===== src/rtl/traffic_pkg.sv =====
// Shared phase codes, light encodings and config register map for the intersection scheduler.
package traffic_pkg;

    typedef enum logic [2:0] {
        PhMg  = 3'd0,
        PhMy  = 3'd1,
        PhAr1 = 3'd2,
        PhSg  = 3'd3,
        PhSy  = 3'd4,
        PhAr2 = 3'd5
    } phase_e;

    // Light vectors are {R,Y,G}.
    localparam logic [2:0] LightRed = 3'b100;
    localparam logic [2:0] LightYel = 3'b010;
    localparam logic [2:0] LightGrn = 3'b001;

    localparam logic [1:0] CfgMinGreen  = 2'd0;
    localparam logic [1:0] CfgYellow    = 2'd1;
    localparam logic [1:0] CfgSideGreen = 2'd2;
    localparam logic [1:0] CfgWalk      = 2'd3;

    function automatic logic [2:0] main_light(phase_e ph);
        case (ph)
            PhMg:    return LightGrn;
            PhMy:    return LightYel;
            default: return LightRed;
        endcase
    endfunction

    function automatic logic [2:0] side_light(phase_e ph);
        case (ph)
            PhSg:    return LightGrn;
            PhSy:    return LightYel;
            default: return LightRed;
        endcase
    endfunction

endpackage


===== src/rtl/traffic_phase_timer.sv =====
// Loadable down counter that steps on the external tick and reports when it has run out.
module traffic_phase_timer #(
    parameter int unsigned   TW     = 8,
    parameter logic [TW-1:0] RstVal = '0
) (
    input  logic          clk,
    input  logic          reset,
    input  logic          load,
    input  logic [TW-1:0] load_val,
    input  logic          tick,
    output logic          zero
);

    logic [TW-1:0] count_q, count_d;

    // A load always beats a coincident tick.
    always_comb begin
        count_d = count_q;
        if (load) begin
            count_d = load_val;
        end else if (tick && (count_q != '0)) begin
            count_d = count_q - 1'b1;
        end
    end

    always_ff @(posedge clk or posedge reset) begin
        if (reset) begin
            count_q <= RstVal;
        end else begin
            count_q <= count_d;
        end
    end

    assign zero = (count_q == '0);

endmodule


===== src/rtl/traffic_phase_scheduler.sv =====
// Demand-driven main/side phase scheduler: main rests in green, latched side/ped requests are
// served through yellow and all-red clearance, with durations taken from a small config file.
module traffic_phase_scheduler
    import traffic_pkg::*;
#(
    parameter int unsigned TW         = 8,
    parameter int unsigned MIN_GREEN  = 20,
    parameter int unsigned YELLOW     = 6,
    parameter int unsigned SIDE_GREEN = 15,
    parameter int unsigned WALK       = 25,
    parameter int unsigned ALL_RED    = 2
) (
    input  logic          clk,
    input  logic          reset,
    input  logic          tick,
    input  logic          cfg_we,
    input  logic [1:0]    cfg_addr,
    input  logic [TW-1:0] cfg_wdata,
    input  logic          side_req,
    input  logic          ped_req,
    output logic [2:0]    main_lights,
    output logic [2:0]    side_lights,
    output logic          walk,
    output logic [2:0]    phase,
    output logic          side_pending,
    output logic          ped_pending
);

    localparam logic [TW-1:0] MinGreenRst  = TW'(MIN_GREEN);
    localparam logic [TW-1:0] YellowRst    = TW'(YELLOW);
    localparam logic [TW-1:0] SideGreenRst = TW'(SIDE_GREEN);
    localparam logic [TW-1:0] WalkRst      = TW'(WALK);
    localparam logic [TW-1:0] AllRedVal    = TW'(ALL_RED);

    logic [TW-1:0] cfg_q [4];
    logic [TW-1:0] cfg_d [4];
    logic [TW-1:0] cfg_eff [4];

    phase_e     phase_q, phase_d;
    logic       side_pend_q, side_pend_d;
    logic       ped_pend_q, ped_pend_d;
    logic       serve_ped_q, serve_ped_d;
    logic [2:0] main_lt_q, main_lt_d;
    logic [2:0] side_lt_q, side_lt_d;
    logic       walk_q, walk_d;

    logic          tmr_load, tmr_zero;
    logic [TW-1:0] load_raw, load_val;

    // A write landing on the same edge as a load is visible to that load.
    always_comb begin
        for (int i = 0; i < 4; i++) begin
            cfg_eff[i] = (cfg_we && (cfg_addr == 2'(i))) ? cfg_wdata : cfg_q[i];
        end
        cfg_d = cfg_eff;
    end

    always_comb begin
        phase_d     = phase_q;
        serve_ped_d = serve_ped_q;
        side_pend_d = side_pend_q | side_req;
        ped_pend_d  = ped_pend_q | ped_req;
        case (phase_q)
            PhMg:  if (tmr_zero && (side_pend_q || ped_pend_q)) phase_d = PhMy;
            PhMy:  if (tmr_zero) phase_d = PhAr1;
            PhAr1: begin
                if (tmr_zero) begin
                    phase_d     = PhSg;
                    serve_ped_d = ped_pend_q | ped_req;
                    side_pend_d = 1'b0;
                    ped_pend_d  = 1'b0;
                end
            end
            PhSg:  if (tmr_zero) phase_d = PhSy;
            PhSy:  if (tmr_zero) phase_d = PhAr2;
            PhAr2: if (tmr_zero) phase_d = PhMg;
            default: phase_d = PhMg;
        endcase

        tmr_load = (phase_d != phase_q);

        case (phase_d)
            PhMy, PhSy:   load_raw = cfg_eff[CfgYellow];
            PhAr1, PhAr2: load_raw = AllRedVal;
            PhSg: begin
                if (serve_ped_d && (cfg_eff[CfgWalk] > cfg_eff[CfgSideGreen])) begin
                    load_raw = cfg_eff[CfgWalk];
                end else begin
                    load_raw = cfg_eff[CfgSideGreen];
                end
            end
            default:      load_raw = cfg_eff[CfgMinGreen];
        endcase
        load_val = (load_raw == '0) ? TW'(1) : load_raw;

        main_lt_d = main_light(phase_d);
        side_lt_d = side_light(phase_d);
        walk_d    = (phase_d == PhSg) && serve_ped_d;
    end

    always_ff @(posedge clk or posedge reset) begin
        if (reset) begin
            phase_q     <= PhMg;
            side_pend_q <= 1'b0;
            ped_pend_q  <= 1'b0;
            serve_ped_q <= 1'b0;
            main_lt_q   <= LightGrn;
            side_lt_q   <= LightRed;
            walk_q      <= 1'b0;
            cfg_q[0]    <= MinGreenRst;
            cfg_q[1]    <= YellowRst;
            cfg_q[2]    <= SideGreenRst;
            cfg_q[3]    <= WalkRst;
        end else begin
            phase_q     <= phase_d;
            side_pend_q <= side_pend_d;
            ped_pend_q  <= ped_pend_d;
            serve_ped_q <= serve_ped_d;
            main_lt_q   <= main_lt_d;
            side_lt_q   <= side_lt_d;
            walk_q      <= walk_d;
            cfg_q       <= cfg_d;
        end
    end

    traffic_phase_timer #(
        .TW     (TW),
        .RstVal (MinGreenRst)
    ) u_timer (
        .clk      (clk),
        .reset    (reset),
        .load     (tmr_load),
        .load_val (load_val),
        .tick     (tick),
        .zero     (tmr_zero)
    );

    assign phase        = phase_q;
    assign main_lights  = main_lt_q;
    assign side_lights  = side_lt_q;
    assign walk         = walk_q;
    assign side_pending = side_pend_q;
    assign ped_pending  = ped_pend_q;

endmodule


===== config.mk =====
export PLATFORM = sky130hd
export DESIGN_NAME = traffic_phase_scheduler
export DESIGN_NICKNAME = d
export VERILOG_FILES = /design/src/rtl/traffic_pkg.sv /design/src/rtl/traffic_phase_timer.sv /design/src/rtl/traffic_phase_scheduler.sv
export SDC_FILE = /design/constraint.sdc
export NUM_CORES = 1
export LEC_CHECK = 0
export ABC_AREA = 1
export CAP_MARGIN = 20
export CORE_ASPECT_RATIO = 2
export CORE_UTILIZATION = 55
export DETAILED_ROUTE_END_ITERATION = 6
export PLACE_DENSITY = 0.86
export SLEW_MARGIN = 10
export SYNTH_ARGS = -nofsm -noshare
export SYNTH_HDL_FRONTEND = slang
export SYNTH_SLANG_ARGS = --single-unit

===== constraint.sdc =====
create_clock -name clk -period 5.35 [get_ports clk]
set_input_delay 1.605 -clock clk [delete_from_list [all_inputs] [get_ports clk]]
set_output_delay 1.605 -clock clk [all_outputs]
set_load 0.1 [all_outputs]

==> results of run 1 <==
cell type report:
type,instances,share of cell area (%)
inverters,62,6.994
clock inverters,2,0.4464
repair buffers,31,9.524
flip-flops and latches,53,39.99
multi-input cells,254,38.73
clock buffers,6,2.158
well taps,58,2.158
per-stage QoR:
stage | hold WS, ns | instance area [um2]
after floorplan | 0.4612 | 2919
after global placement | 0.4773 | 3248
after detailed placement | 0.4865 | 3248
after CTS | 0.5120 | 3336
after global routing | 0.5267 | 3363
final | 0.5103 | 3363
worst reg2reg max path, stage by stage (launching register included):
cell	delay (ns)
dfrtp_1	0.40
inv_1	0.12
ha_1	0.19
inv_1	0.08
nor3_4	0.16
nand3_2	0.17
or2_1	0.27
nand2_1	0.08
nand2_2	0.09
nor2_1	0.60
nand3_1	0.17
nand2_1	0.13
nand2_1	0.07
nand2_1	0.06
nor2_1	0.04
nand2_1	0.05
nand2_1	0.04
nand2_1	0.05
nand2_1	0.04
state kept, by name, indices dropped and copies added (netlist names):
signal / flops
cfg_q: 32
main_lights: 3
ped_pending: 1
phase: 3
serve_ped_q: 1
side_lights: 3
side_pending: 1
u_timer.count_q: 8
walk: 1
power groups by stage:
| stage | sequential, mW | combinational [mW] | clock [mW] |
|---|---|---|---|
| final | 0.534 | 0.580 | 0.225 |
| after global routing | 0.544 | 0.642 | 0.249 |
| after CTS | 0.534 | 0.573 | 0.227 |
| after detailed placement | 0.542 | 0.566 | 0 |
| after global placement | 0.539 | 0.554 | 0 |
| after floorplan | 0.627 | 0.353 | 0 |
synthesized netlist by cell type, drive strengths merged, types with 4 or more instances:
library cell	instances	share of area, %
clkbuf	4	0.51
dfstp	15	14
nand3	23	4.6
o21ai	38	6.6
a21oi	14	2.8
ha	7	3.0
dfrtp	38	33
nor2	33	4.6
nand2	115	16
inv	62	8.1
nor3	4	1.5
worst max path at each step:
stage                               to  slack (ns)  cells past startpoint
detailed placement  u_timer.count_q[0]        0.47                     21
CTS                 u_timer.count_q[0]        0.80                     21
global route        u_timer.count_q[0]        0.44                     21
floorplan           u_timer.count_q[0]        1.47                     21
finish              u_timer.count_q[0]        0.80                     20
global placement    u_timer.count_q[0]        0.55                     21
cells in the final DEF, fill, tap and decap left out, drive strengths merged:
cell type,synthesis,layout
xor2,3,3
nor4,1,1
clkdlybuf4s50,0,27
inv,62,62
a21oi,14,14
dfstp,15,15
xnor2,2,2
a211oi,1,1
buf,3,4
a31oi,1,1
o21bai,1,1
nand2,115,115
nand3,23,23
dfrtp,38,38
clkinvlp,0,2
o21ai,38,38
ha,7,7
nand3b,2,2
nor3b,2,2
nor2,33,33
nand4,2,2
a22oi,1,1
nor3,4,4
mux2,1,1
or2,3,3
clkbuf,4,6
kinds of logic (layout without fill, tap and decap cells):
family / Yosys count / after routing / synth area share (%)
xor+xnor: 5 / 5 / 1.500
simple gates: 185 / 185 / 29.32
fa+ha+maj: 7 / 7 / 3.000
compound gates: 56 / 56 / 10.42
mux: 1 / 1 / 0.3857
buf+inv: 69 / 101 / 9.301
flops: 53 / 53 / 46.08
layer usage:
| metal | track usage, % | vias up |
|---|---|---|
| met2 | 43.21 | 62 |
| met4 | 17.67 | 0 |
| met1 | 29.69 | 1148 |
| met5 | 0 | - |
| met3 | 4.658 | 28 |
| li1 | - | 1234 |
==> metrics.md, run 1 <==
| Metric | Value |
|---|---|
| Dominant synthesized flop cell | `dfrtp_1` |
| Fmax | `219.6 MHz` |
| Synth Net Count | `399` |
| Ratio of cells with drive above 1 in the final layout | `13.97%` |
| GPL Wtd Cong | `0.8989` |
| H-tree depth | `2` |
| Largest net degree at the start of global routing | `54` |
| Sink Count | `53` |
| Hold endpoint | `u_timer.count_q[4]` |
| Fin cells | `466` |
| VDD IR-drop max | `327.7 uV` |
| Multi-input logic area | `0.001303 mm2` |
| Setup Viol. Count Final | `0` |
| Register share of total power | `39.9%` |
| Initial Util | `56.81%` |
| Cells after DPL | `457` |
| Bufs and invs on worst path | `2` |
| IO buf count | `27` |
| RSZ-0062 raised after global routing | `no` |
| Post-CTS Setup Inserts | `0` |
| Crit-path most repeated cell | `nand2_1` |
| Clock Skews | `0.01899 ns` |
| Share of the yosys chip area belonging to registers | `46.08%` |
| Yosys Warn Count | `0` |
| First-pass DRT Iterations | `4` |
| Rows | `37` |
| Cells after synthesis | `376` |
| Core area | `0.005139 mm2` |
| FF+latch area | `0.001345 mm2` |
| Die X | `53.52 um` |
| Antenna cells | `0` |
| Number of buffers created by CTS | `5` |
| FF-to-FF setup slack | `2.45 ns` |
| Total power | `1.339 mW` |
| Pwr per Cell Area | `398.0 mW/mm2` |
| Slowest CP cell | `clkdlybuf4s50_1` |
| Syn avg cell area | `7.763 um2` |
| Vias per inst | `5.305` |
| Crit share post-route | `85.11%` |
| Filler Cells Inserted | `424` |
| Antenna violations before repair | `0` |
| CP endpoint kind | `flop` |
| Internal power | `0.7660 mW` |
| Hold path start | `u_timer.count_q[4]` |
| Ports | `28` |
| CTS tree | `built` |
| Met2 WL | `3530 um` |
| Status | `finished clean` |
| Post-synth EDFFs | `0` |
| CTS root buf | `clkbuf_8` |
| Worst setup startpoint | `cfg_we` |
| Max layer used | `met4` |
| R2r startpoint | `u_timer.count_q[0]` |
| Fin crit period | `4.553 ns` |
| Sw Ratio | `42.78%` |
| Die area | `0.005620 mm2` |
| Number of max-cap violations | `0` |
| Crit Path Class | `input port to flop` |
| Post-synth design cell area | `0.002919 mm2` |
| DP Worst Slack | `0.4695 ns` |
| Metal-1 WL | `2461 um` |
| DRT Wirelength | `6519 um` |
| Post-CTS Resized | `0` |
| Final Util | `65.45%` |
| Synth cell types | `37` |
| Sw power | `0.5727 mW` |
| WP data required | `5.61 ns` |
| #FFs+latches synth | `53` |
| Total Nets Final | `430` |
| Setup TNS | `0 ns` |
| Worst-margin pin slew | `0.9743 ns` |
| First-pass GRT wire length | `10950 um` |
| Clk_lat worst skew | `0.31 ns` |
| CP Cell Sequence | `clkdlybuf4s50_1 -> nand3_1 -> o21ai_0 -> inv_1 -> ha_1 -> a21oi_1 -> nor2_1 -> a211oi_1 -> nand2_4 -> nand2_4 -> nand2_1 -> nand3_1 -> nand2_1 -> nor2_2 -> nand2_1 -> nor2_1 -> nand2_1 -> nand2_1 -> nand2_1 -> nand2_1` |
| DRT iter0 DRCs | `64` |
| Hold path depth | `2` |
| Vias in the first global route | `2451` |
| R2r endpoint | `u_timer.count_q[0]` |
| Critical path startpoint category | `input port` |
| Gate power share | `43.3%` |
| Slew Viols, Final | `0` |
| DR WL met3 | `168 um` |
| Clock transition at path regs | `0.10 ns` |
| R2R depth | `18` |
| LEAKAGE | `1.687 nW` |
| Fin. Hold Viols | `0` |
| Ys async rst share | `100.0%` |
| CTS Buffer Depth | `2` |
| Slew HR | `34.85%` |
| Chip Height | `105.0 um` |
| Hold-fix buffers, CTS | `0` |
| DR WL/cell | `13.99 um` |
| Routed Antenna Nets | `0` |
| Tot GR Track Use | `26.49%` |
| Worst-path fanout max | `12` |
| Drt drc | `0` |
| Hold Crit Class | `flop to flop` |
| CP peak stage delay | `0.61 ns` |
| Clock power frac | `16.8%` |
| CP delay by family, top | `simple AND/OR/NAND/NOR gates` |
| Area Overhead vs Synth | `15.22%` |
| DR vias | `2472` |
| HPWL after DPL | `4853 um` |
| WP data arrival | `4.82 ns` |
| Global route total overflow | `0` |
| Setup ws final | `0.7968 ns` |
Power figures use the tool's default switching activity.
==> run 2: changes to the inputs <==
Settings changed: CAP_MARGIN 20 to unset, DONT_BUFFER_PORTS set to 1, PLACE_DENSITY 0.86 to 0.79.
==> run 2 against run 1 <==
- combinational power is 25% lower
- via count is 6.9% lower
- fmax grew 16%
- wire length decreased by 4.1%
- total power grew 0.19%
- design area is 8.0% lower
- die area unchanged
- sequential cell count unchanged
- clock power grew 23%
- clock skew is 0.014 ns lower
- critical endpoint unchanged
==> metrics.md, run 2 (synthesis results as in run 1) <==
| Metric | Value |
|---|---|
| R2r endpoint | `u_timer.count_q[0]` |
| Setup ws final | `1.427 ns (+0.6301 ns)` |
| Most frequent cells in the layout | `nand2_1 (103), inv_1 (59), dfrtp_1 (38)` |
| Setup TNS | `0 ns (unchanged)` |
| Status | `finished clean` |
| Total Nets Final | `402 (-6.5%)` |
| Vias per inst | `5.256 (-0.92%)` |
| Ratio of cells with drive above 1 in the final layout | `14.74% (+0.77 points)` |
| Critical path startpoint category | `input port` |
| Post-CTS Resized | `0 (unchanged)` |
| CTS Buffer Depth | `2 (unchanged)` |
| Fin crit period | `3.923 ns (-0.6301 ns)` |
| Area Overhead vs Synth | `6.001%` |
| Largest registers | `cfg_q: 32 flops, u_timer.count_q: 8 flops` |
| Hold Crit Class | `flop to flop` |
| CTS root buf | `clkbuf_8` |
| H-tree depth | `2 (unchanged)` |
| FF-to-FF setup slack | `2.15 ns (-0.30 ns)` |
| First-pass GRT wire length | `10360 um (-5.4%)` |
| Largest net degree at the start of global routing | `54 (unchanged)` |
| Ports | `28 (unchanged)` |
| DRT Wirelength | `6251 um (-4.1%)` |
| DRT iter0 DRCs | `65 (+1.6%)` |
| Post-CTS Setup Inserts | `0 (unchanged)` |
| Total power | `1.341 mW (+0.19%)` |
| Crit Path Class | `input port to flop` |
| Tot GR Track Use | `25.59% (-0.90 points)` |
| Worst-margin pin slew | `1.047 ns (+0.07241 ns)` |
| CP endpoint kind | `flop` |
| Die X | `53.52 um (unchanged)` |
| VDD IR-drop max | `270.8 uV (-17%)` |
| Rows | `37 (unchanged)` |
| R2R depth | `15 (-3)` |
| Hold-fix buffers, CTS | `0 (unchanged)` |
| IO buf count | `0 (-100%)` |
| Clock transition at path regs | `0.09 ns (about the same)` |
| CTS tree | `built` |
| Crit share post-route | `73.33% (-12 points)` |
| Clock Skews | `0.004837 ns (-0.01415 ns)` |
| Number of buffers created by CTS | `5 (unchanged)` |
| WP data required | `5.60 ns (about the same)` |
| HPWL after DPL | `4854 um (about the same)` |
| CP Cell Sequence | `inv_1 -> nand3_1 -> o21ai_0 -> inv_1 -> ha_1 -> nand2_1 -> nor2_1 -> nand2_1 -> nor3b_2 -> a21oi_4 -> nand2_4 -> nand2_1 -> nand3_1 -> nand2_1 -> nor2_2 -> nand2_1 -> nor2_1 -> nand2_1 -> nand2_1 -> nand2_1 -> nand2_1` |
| Max reg flops | `32 (unchanged)` |
| RSZ-0062 raised after global routing | `no` |
| Antenna cells | `0 (unchanged)` |
| Slew HR | `30.12% (-4.7 points)` |
| Worst setup startpoint | `cfg_addr[0]` |
| DR WL/cell | `14.27 um (+2.0%)` |
| Slowest CP cell | `o21ai_0` |
| Drt drc | `0 (unchanged)` |
| Crit path to | `u_timer.count_q[0]` |
| Vias in the first global route | `2241 (-8.6%)` |
| Fin cells | `438 (-6.0%)` |
| Worst-path fanout max | `12 (unchanged)` |
| Fmax | `254.9 MHz (+16%)` |
| Sink Count | `53 (unchanged)` |
| Cells after DPL | `430 (-5.9%)` |
| Largest register by flop count | `cfg_q` |
| WP data arrival | `4.17 ns (-0.65 ns)` |
| DR vias | `2302 (-6.9%)` |
| LEAKAGE | `1.591 nW (-5.6%)` |
| Most common cell after layout, fill and taps aside | `nand2_1` |
| CP peak stage delay | `0.34 ns (-0.27 ns)` |
| Routed Antenna Nets | `0 (unchanged)` |
| Global route total overflow | `0 (unchanged)` |
| Pwr per Cell Area | `433.5 mW/mm2 (+8.9%)` |
| First-pass DRT Iterations | `5 (+1)` |
| Crit-path most repeated cell | `nand2_1` |
| GPL Wtd Cong | `0.9554 (+6.3%)` |
| Slew Viols, Final | `0 (unchanged)` |
| Core area | `0.005139 mm2 (unchanged)` |
| Chip Height | `105.0 um (unchanged)` |
| Fin. Hold Viols | `0 (unchanged)` |
| R2r startpoint | `phase[2]` |
| Setup Viol. Count Final | `0 (unchanged)` |
| Initial Util | `56.81% (unchanged)` |
| Die area | `0.005620 mm2 (unchanged)` |
| Clk_lat worst skew | `0.31 ns (about the same)` |
| Antenna violations before repair | `0 (unchanged)` |
| Number of max-cap violations | `0 (unchanged)` |
| DP Worst Slack | `1.119 ns (+0.6499 ns)` |
run 2: cell count changes in the layout (fill, tap and decap cells not counted), sizes merged:
cell | before | now
buf | 4 | 3
bufinv | 0 | 1
clkbuf | 6 | 7
clkdlybuf4s50 | 27 | 0
clkinvlp | 2 | 0
run 2: where the power goes:
group	total [mW]	internal (mW)	switching (mW)	leakage (nW)
logic	0.434	0.149	0.285	0.918
clock network	0.277	0.153	0.125	0.0585
registers	0.630	0.491	0.139	0.615
run 2: final cells by class:
class / instances / area, um2
well taps: 58 / 72.57
multi-input cells: 254 / 1303
fillers: 484 / 2044
inverters: 62 / 235.2
clock inverters: 1 / 30.03
clock buffers: 7 / 86.33
flip-flops and latches: 53 / 1345
repair buffers: 3 / 22.52
run 2: metal layers:
layer | global-route usage, % | up-vias | wire length, um
li1 | - | 1176 | -
met1 | 27.09 | 1059 | 2236
met2 | 45.54 | 52 | 3568
met3 | 4.949 | 15 | 232
met4 | 11.65 | 0 | 213
met5 | 0 | - | 0
run 2: critical path: cells and delay by family:
family / cells / cell delay [ns]
AND/OR/NAND/NOR: 16 / 1.59
AO/OA/AOI/OAI: 2 / 0.48
adder cells (fa/ha/maj): 1 / 0.31
buffers and inverters: 2 / 0.18
run 2: stage by stage:
stage	cell area [um2]	util (%)	hold WS (ns)
finish	3094	60.21	0.5064
floorplan	2919	-	0.4612
global placement	2978	57.95	0.4779
CTS	3094	60.21	0.5061
detailed placement	2978	57.95	0.4851
global route	3094	60.21	0.5308
run 2: worst min path at each step:
| stage | startpoint | end | cells past startpoint |
|---|---|---|---|
| 3_5_place_dp | cfg_q[12] | cfg_q[12] | 2 |
| 2_1_floorplan | cfg_q[12] | cfg_q[12] | 2 |
| 3_3_place_gp | cfg_q[20] | cfg_q[20] | 2 |
| 6_report | cfg_q[12] | cfg_q[12] | 2 |
| 5_1_grt | u_timer.count_q[4] | u_timer.count_q[4] | 2 |
| 4_1_cts | cfg_q[23] | cfg_q[23] | 1 |
==> run 3: changes to the inputs <==
Clock period 5.35 ns to 3.9 ns, I/O delays scaled along.
==> run 3 against run 2 <==
- sequential cell count unchanged
- die area unchanged
- final cell count up 2.1%
- sequential power up 29%
- combinational power up 53%
- non-clock buffer count up 9
- wire length up 4.3%
- total power up 33%
- critical endpoint unchanged
- largest cell class unchanged
- largest power group unchanged
==> metrics.md, run 3 (synthesis results as in run 1) <==
| Metric | Value |
|---|---|
| Status | `finished clean` |
| Most frequent cells in the layout | `nand2_1 (103), inv_1 (59), dfrtp_1 (38)` |
| VDD IR-drop max | `551.2 uV (+100%)` |
| Setup Viol. Count Final | `0 (unchanged)` |
| Crit-path most repeated cell | `nand2_1` |
| H-tree depth | `2 (unchanged)` |
| WP data arrival | `3.66 ns (-0.51 ns)` |
| IO buf count | `0 (unchanged)` |
| CP peak stage delay | `0.29 ns (-0.05 ns)` |
| Initial Util | `56.81% (unchanged)` |
| Number of buffers created by CTS | `5 (unchanged)` |
| DR WL met3 | `151 um (-35%)` |
| Number of max-cap violations | `0 (unchanged)` |
| Filler Cells Inserted | `487 (+0.62%)` |
| R2R depth | `18 (+3)` |
| RSZ-0062 raised after global routing | `no` |
| Clock transition at path regs | `0.10 ns (about the same)` |
| Max reg flops | `32 (unchanged)` |
| Post-CTS Resized | `0 (unchanged)` |
| Sink Count | `53 (unchanged)` |
| Multi-input logic area | `0.001303 mm2 (unchanged)` |
| WP data required | `4.17 ns (-1.43 ns)` |
| Bufs and invs on worst path | `3 (+1)` |
| Worst-margin pin slew | `0.8775 ns (-0.1691 ns)` |
| GPL Wtd Cong | `0.9036 (-5.4%)` |
| Total Nets Final | `411 (+2.2%)` |
| Metal-1 WL | `2414 um (+8.0%)` |
| R2r startpoint | `u_timer.count_q[0]` |
| Fin. Hold Viols | `0 (unchanged)` |
| Die area | `0.005620 mm2 (unchanged)` |
| Clk_lat worst skew | `0.32 ns (about the same)` |
| Core area | `0.005139 mm2 (unchanged)` |
| Largest register by flop count | `cfg_q` |
| Worst-path fanout max | `9 (-3)` |
| HPWL after DPL | `5185 um (+6.8%)` |
| CTS tree | `built` |
| Max layer used | `met4` |
| CP endpoint kind | `flop` |
| Fmax | `294.8 MHz` |
| CTS root buf | `clkbuf_8` |
| Largest net degree at the start of global routing | `38 (-30%)` |
| Hold path start | `u_timer.count_q[4]` |
| Setup ws final | `0.5074 ns (-0.9196 ns)` |
| Area Overhead vs Synth | `7.158%` |
| Fin cells | `447 (+2.1%)` |
| DRT iter0 DRCs | `62 (-4.6%)` |
| LEAKAGE | `1.621 nW (+1.9%)` |
| DP Worst Slack | `0.1452 ns (-0.9742 ns)` |
| Largest registers | `cfg_q: 32 flops, u_timer.count_q: 8 flops` |
| Vias per inst | `5.230 (-0.48%)` |
| FF-to-FF setup slack | `1.00 ns (-1.15 ns)` |
| DR WL/cell | `14.59 um (+2.2%)` |
| Global route total overflow | `0 (unchanged)` |
| Pwr per Cell Area | `569.3 mW/mm2 (+31%)` |
| DRT Wirelength | `6521 um (+4.3%)` |
| R2r endpoint | `u_timer.count_q[0]` |
| FF+latch area | `0.001345 mm2 (unchanged)` |
| Critical path startpoint category | `input port` |
| Final Instance Area | `0.003128 mm2 (+1.1%)` |
| Routed Antenna Nets | `0 (unchanged)` |
| Slew HR | `41.54% (+11 points)` |
| Hold endpoint | `u_timer.count_q[4]` |
| DR vias | `2338 (+1.6%)` |
| Tot GR Track Use | `27.25% (+1.7 points)` |
| Hold WS | `0.5108 ns (+0.004327 ns)` |
| Hold Crit Class | `flop to flop` |
| Ratio of cells with drive above 1 in the final layout | `16.71% (+2.0 points)` |
| Ports | `28 (unchanged)` |
| Clock Skews | `0.01062 ns (+0.005787 ns)` |
| Antenna cells | `0 (unchanged)` |
| Crit share post-route | `86.99%` |
| CP Cell Sequence | `inv_1 -> nand3_1 -> buf_4 -> o21ai_0 -> inv_1 -> ha_1 -> nand2_1 -> nor2_1 -> nand2_1 -> nor3b_2 -> a21oi_4 -> nand2_4 -> nand2_1 -> nand3_1 -> nand2_1 -> nor2_2 -> nand2_1 -> nor2_1 -> nand2_1 -> nand2_1 -> nand2_1 -> nand2_1` |
| First-pass GRT wire length | `10830 um (+4.5%)` |
| Met2 WL | `3600 um (+0.90%)` |
| Drt drc | `0 (unchanged)` |
| Hold-fix buffers, CTS | `0 (unchanged)` |
| First-pass DRT Iterations | `4 (-1)` |
| Post-CTS Setup Inserts | `0 (unchanged)` |
| Vias in the first global route | `2328 (+3.9%)` |
| Most common cell after layout, fill and taps aside | `nand2_1` |
| Cells after DPL | `439 (+2.1%)` |
| Fin crit period | `3.393 ns` |
| Die X | `53.52 um (unchanged)` |
| Antenna violations before repair | `0 (unchanged)` |
| Crit Path Class | `input port to flop` |
| Slowest CP cell | `ha_1` |
| CTS Buffer Depth | `2 (unchanged)` |
| CP delay by family, top | `simple AND/OR/NAND/NOR gates` |
| Setup TNS | `0 ns (unchanged)` |
| Placed Area | `0.003045 mm2 (+2.3%)` |
| Hold path depth | `2 (unchanged)` |
| Chip Height | `105.0 um (unchanged)` |
| Rows | `37 (unchanged)` |
| Slew Viols, Final | `0 (unchanged)` |
[run 3: changes by cell type in the layout (fill, tap and decap cells not counted)]
cell and change:
clkinv_2 +2, bufinv_16 -1, buf_4 +9, clkbuf_8 -1
[run 3: power by group]
part / leakage (nW) / switching, mW / internal [mW]
Sequential: 0.615 / 0.138 / 0.674
Clock: 0.0450 / 0.179 / 0.125
Combinational: 0.961 / 0.448 / 0.217
Total: 1.62 / 0.765 / 1.02
[run 3: how the worst max path moves through the flow]
stage | startpoint | endpoint | slack (ns) | cells past startpoint
CTS | cfg_we | u_timer.count_q[0] | 0.46 | 20
floorplan | cfg_we | u_timer.count_q[0] | 0.46 | 21
finish | cfg_addr[0] | u_timer.count_q[0] | 0.51 | 22
detailed placement | cfg_addr[0] | u_timer.count_q[0] | 0.15 | 22
global placement | cfg_addr[0] | u_timer.count_q[0] | 0.16 | 22
global route | cfg_addr[0] | u_timer.count_q[0] | 0.16 | 22
[run 3: layout make-up]
type,instances,area share [%]
well taps,58,2.320
inverters,62,7.520
clock buffers,6,2.320
flip-flops and latches,53,43.00
repair buffers,12,2.880
multi-input cells,254,41.64
clock inverters,2,0.3200
[run 3: worst min-delay path: stages (launching register included)]
cell and delay (ns):
dfstp_2 0.40, nand2_1 0.06, o21ai_1 0.06
[run 3: per-layer routing]
metal / track usage [%] / vias to the layer above
met5: 0 / -
met4: 17.67 / 0
met3: 3.930 / 19
met2: 47.86 / 34
met1: 27.72 / 1089
li1: - / 1196
[run 3: stage by stage]
step / util (%) / power, mW
6_report: 60.87 / 1.781
5_1_grt: 60.87 / 1.907
4_1_cts: 60.87 / 1.792
3_5_place_dp: 59.26 / 1.490
3_3_place_gp: 59.26 / 1.467
2_1_floorplan: - / 1.344
